**src/rtl/bus_x_pkg.sv**
```systemverilog
// Shared types and widths for the bus_x near/far bridge.
package bus_x_pkg;

    localparam int ADDR_W = 32;
    localparam int DATA_W = 32;

    typedef enum logic [1:0] {
        IDLE    = 2'd0,
        FAR_REQ = 2'd1,
        RELEASE = 2'd2
    } state_e;

endpackage

```
**src/rtl/bus_x.sv**
```systemverilog
// Registered bridge: latches a near request, replays it as a four-phase
// far handshake, and returns a one-cycle completion pulse to the master.
module bus_x
    import bus_x_pkg::*;
(
    input  logic              i_clock,
    input  logic              i_reset,
    input  logic              i_clock_far,
    input  logic              i_request,
    input  logic              i_rw,
    input  logic [ADDR_W-1:0] i_address,
    input  logic [DATA_W-1:0] i_wdata,
    output logic [DATA_W-1:0] o_rdata,
    output logic              o_ready,
    output logic              o_far_request,
    output logic              o_far_rw,
    output logic [ADDR_W-1:0] o_far_address,
    output logic [DATA_W-1:0] o_far_wdata,
    input  logic [DATA_W-1:0] i_far_rdata,
    input  logic              i_far_ready
);

    // The far clock is kept only so existing instantiations still connect.
    logic unused_far_clock;
    assign unused_far_clock = i_clock_far;

    state_e            state_q, state_d;
    logic              far_req_q, far_req_d;
    logic              ready_q, ready_d;
    logic              rw_q, rw_d;
    logic [ADDR_W-1:0] addr_q, addr_d;
    logic [DATA_W-1:0] wdata_q, wdata_d;
    logic [DATA_W-1:0] rdata_q, rdata_d;

    always_comb begin
        state_d   = state_q;
        far_req_d = far_req_q;
        ready_d   = 1'b0;
        rw_d      = rw_q;
        addr_d    = addr_q;
        wdata_d   = wdata_q;
        rdata_d   = rdata_q;
        unique case (state_q)
            IDLE: begin
                if (i_request) begin
                    rw_d      = i_rw;
                    addr_d    = i_address;
                    wdata_d   = i_wdata;
                    far_req_d = 1'b1;
                    state_d   = FAR_REQ;
                end
            end
            FAR_REQ: begin
                if (i_far_ready) begin
                    far_req_d = 1'b0;
                    ready_d   = 1'b1;
                    if (!rw_q) begin
                        rdata_d = i_far_rdata;
                    end
                    state_d   = RELEASE;
                end
            end
            RELEASE: begin
                // Wait for both sides to go quiet so a stale ready or a
                // still-held request cannot launch a second transfer.
                if (!i_far_ready && !i_request) begin
                    state_d = IDLE;
                end
            end
            default: begin
                state_d   = IDLE;
                far_req_d = 1'b0;
            end
        endcase
    end

    always_ff @(posedge i_clock or posedge i_reset) begin
        if (i_reset) begin
            state_q   <= IDLE;
            far_req_q <= 1'b0;
            ready_q   <= 1'b0;
            rw_q      <= 1'b0;
            addr_q    <= '0;
            wdata_q   <= '0;
            rdata_q   <= '0;
        end else begin
            state_q   <= state_d;
            far_req_q <= far_req_d;
            ready_q   <= ready_d;
            rw_q      <= rw_d;
            addr_q    <= addr_d;
            wdata_q   <= wdata_d;
            rdata_q   <= rdata_d;
        end
    end

    assign o_rdata       = rdata_q;
    assign o_ready       = ready_q;
    assign o_far_request = far_req_q;
    assign o_far_rw      = rw_q;
    assign o_far_address = addr_q;
    assign o_far_wdata   = wdata_q;

endmodule

```
**config.mk**
```make
export PLATFORM = sky130hd
export DESIGN_NAME = bus_x
export DESIGN_NICKNAME = d
export VERILOG_FILES = /design/src/rtl/bus_x_pkg.sv /design/src/rtl/bus_x.sv
export SDC_FILE = /design/constraint.sdc
export NUM_CORES = 1
export LEC_CHECK = 0
export ABC_AREA = 1
export CAP_MARGIN = 20
export CORE_UTILIZATION = 39
export CTS_CLUSTER_SIZE = 30
export DETAILED_ROUTE_END_ITERATION = 7
export PLACE_DENSITY = 0.75
export SLEW_MARGIN = 20
export SYNTH_ARGS = -nofsm -noshare
export SYNTH_HDL_FRONTEND = slang
export SYNTH_SLANG_ARGS = --single-unit
```
**constraint.sdc**
```tcl
create_clock -name i_clock -period 7.33 [get_ports i_clock]
set_input_delay 2.199 -clock i_clock [delete_from_list [all_inputs] [get_ports i_clock]]
set_output_delay 2.199 -clock i_clock [all_outputs]
set_load 0.02 [all_outputs]
```
==> results.yml <==
sta:
  post-route-period-util: 0.549
  rsz0062_at_grt: "no"
  worst_pin_slew_ns: 0.961
  final_max_slew_viol_count: 0
  setup_violations: 0
  max_clock_freq_ghz: 0.248
  hold_slack_ns: 0.475
  period_needed_ns: 4.03
  finClkSkew_ns: 0.00940
  fin_setup_tns_ns: 0
  relSlewSlack: 0.359
  hold_viol: 0
worst_setup_path:
  r2r_start: "state_q[1]"
  cp_common_cell: "nand2_1"
  start_kind: "input pin"
  cp.arrival_ns: 4.27
  reg2reg_to: "o_rdata[15]"
  max_stage_delay_ns: 0.59
  crit_path_end_kind: "flip-flop"
  reg2reg_slack_ns: 5.26
  reg2reg_depth: 4
  path_max_fanout: 33
  critPathKind: "in2reg"
  worstPathRequired_ns: 7.57
  cpMaxStageDelayCell: "nor2_4"
  path_cells: "clkdlybuf4s50_1 -> inv_1 -> nor2_4 -> nand2_2 -> nand2_1 -> nand2_1"
power_and_ir_drop:
  vdd_drop_max_v: 0.000191
  p_leak_nw: 3.03
  power_density_nw_per_um2: 435
hold_path:
  whs_endpoint: "o_far_wdata[3]"
  hold_path_depth: 2
  min_path_type: "reg2reg"
  worstHoldStart: "o_far_wdata[3]"
logic_synthesis:
  synthCells: 440
  synth_warnings: 0
  synth.avg_cell_area_um2: 9.14
  yosysUniqueCellTypes: 14
  synthTopCellsByArea: "dfrtp_1 (63%), nand2_1 (19%), nand3_1 (12%)"
  synth_seq_cells: 101
  synth_largest_area_cell: "dfrtp_1"
  netlist_area_um2: 4020
  synth_nets: 542
  synth.yosys.seq_area_share: 0.629
  yosys.area.top_type_share: 0.629
routing:
  via_per_inst: 4.74
  vias: 3611
  postRouteAntennaNets: 0
  drt_wl_total_mm: 10.8
  firstDrtPassIters: 4
  drc: 0
  post_drt_wl_per_cell_um: 14.2
  drtIter0Drc: 182
outcome:
  status: "complete, no violations"
placement:
  hpwl_mm: 7.26
  place.gp.congestion: 0.863
  portBuffers: 199
  place_inst: 746
global_route:
  overflow: 0
  antenna_found_initial: 0
  grt_pass1_vias: 3556
  grt_max_degree: 79
  grt_pass1_wl_mm: 17.9
  track_usage: 0.207
clock_network:
  clk_pin_slew_worst_paths_ns: 0.10
  cts_buffers: 9
  post_cts_buffers: 0
  ctsResizeCount: 0
  ctsHoldBuffers: 0
  clock_sinks: 101
  cts-root-buf: "clkbuf_8"
  cts_tree: "yes"
  ctsHtreeMaxLevel: 3
  insertion_delay_ns: 0.35
  clockBufferDepth: 2
layout:
  instances_no_fill: 762
  postLayoutCoreUtil: 0.634
  drive_gt1_frac: 0.0445
  final_cell_mix: "nand2_1 (200), clkdlybuf4s50_1 (198), dfrtp_1 (101)"
  antenna_cells: 0
  nNetsFinal: 726
  area_growth_pct: 55.6
  final_common_cell: "nand2_1"
floorplan:
  io_pins: 201
  row_count: 36
  die_area_um2: 10700
  initial_utilization: 0.408
  die_width_um: 104
  die_h_um: 104
  core_um2: 9860
job:
  maxCapViolations: 0
==> worst max-delay path: cells and delay by family <==
family | cells | cell delay (ns)
simple gates | 4 | 1.43
buf+inv | 2 | 0.63
==> cell type report <==
cell class,count,area [µm²]
fillers,833,3610
multi-input cells,305,1300
flip-flops and latches,101,2530
well taps,133,166
clock inverters,6,91.3
clock buffers,10,138
repair buffers,203,2020
inverters,4,17.5
==> metal layers <==
layer,wire [µm],global-route usage,part of all wire
met5,0,0,0
met4,120,0.0631,0.011
met3,863,0.0623,0.080
met2,5070,0.330,0.47
met1,4750,0.273,0.44
==> synthesized netlist by cell type <==
| master | n |
|---|---|
| buf_2 | 14 |
| buf_4 | 13 |
| buf_6 | 1 |
| clkbuf_1 | 2 |
| dfrtp_1 | 101 |
| inv_1 | 3 |
| inv_2 | 1 |
| nand2_1 | 200 |
| nand2_2 | 2 |
| nand3_1 | 97 |
| nor2_1 | 1 |
| nor2_2 | 1 |
| nor2_4 | 2 |
| o21ai_0 | 2 |
==> where the power goes <==
part	internal [mW]	switching [mW]	total (mW)	leakage, nW
logic	0.602	0.764	1.37	1.66
clock network	0.205	0.194	0.399	0.118
registers	0.814	0.142	0.956	1.26
total	1.62	1.10	2.72	3.03
==> sequential cells by signal, indices dropped and copies added (netlist names) <==
| register | flops |
|---|---|
| o_far_address | 32 |
| o_far_request | 1 |
| o_far_rw | 1 |
| o_far_wdata | 32 |
| o_rdata | 32 |
| o_ready | 1 |
| state_q | 2 |
==> per-stage QoR <==
step	setup WS (ns)	power, mW	instance area [µm²]
detailed placement	2.97	2.34	6020
global route	3.19	2.90	6250
CTS	3.36	2.75	6250
floorplan	2.48	1.69	4020
global placement	3.06	2.31	6020
finish	3.30	2.72	6250
==> how the worst max path moves through the flow <==
stage                            from          endpoint  slack, ns
after CTS                 i_far_ready       o_rdata[15]       3.36
after global routing      i_far_ready        o_rdata[9]       3.19
after floorplan               i_reset  o_far_address[0]       2.48
after global placement    i_far_ready       o_rdata[16]       3.06
after detailed placement  i_far_ready       o_rdata[15]       2.97
final                     i_far_ready       o_rdata[15]       3.30
==> kinds of logic after synthesis <==
group | Yosys count | synth area share
DFF | 101 | 0.629
buffers and inverters | 34 | 0.0501
and+or+nand+nor | 303 | 0.319
AOI/OAI and AO/OA | 2 | 0.00249
No activity file was read; power rests on OpenSTA's default activity.
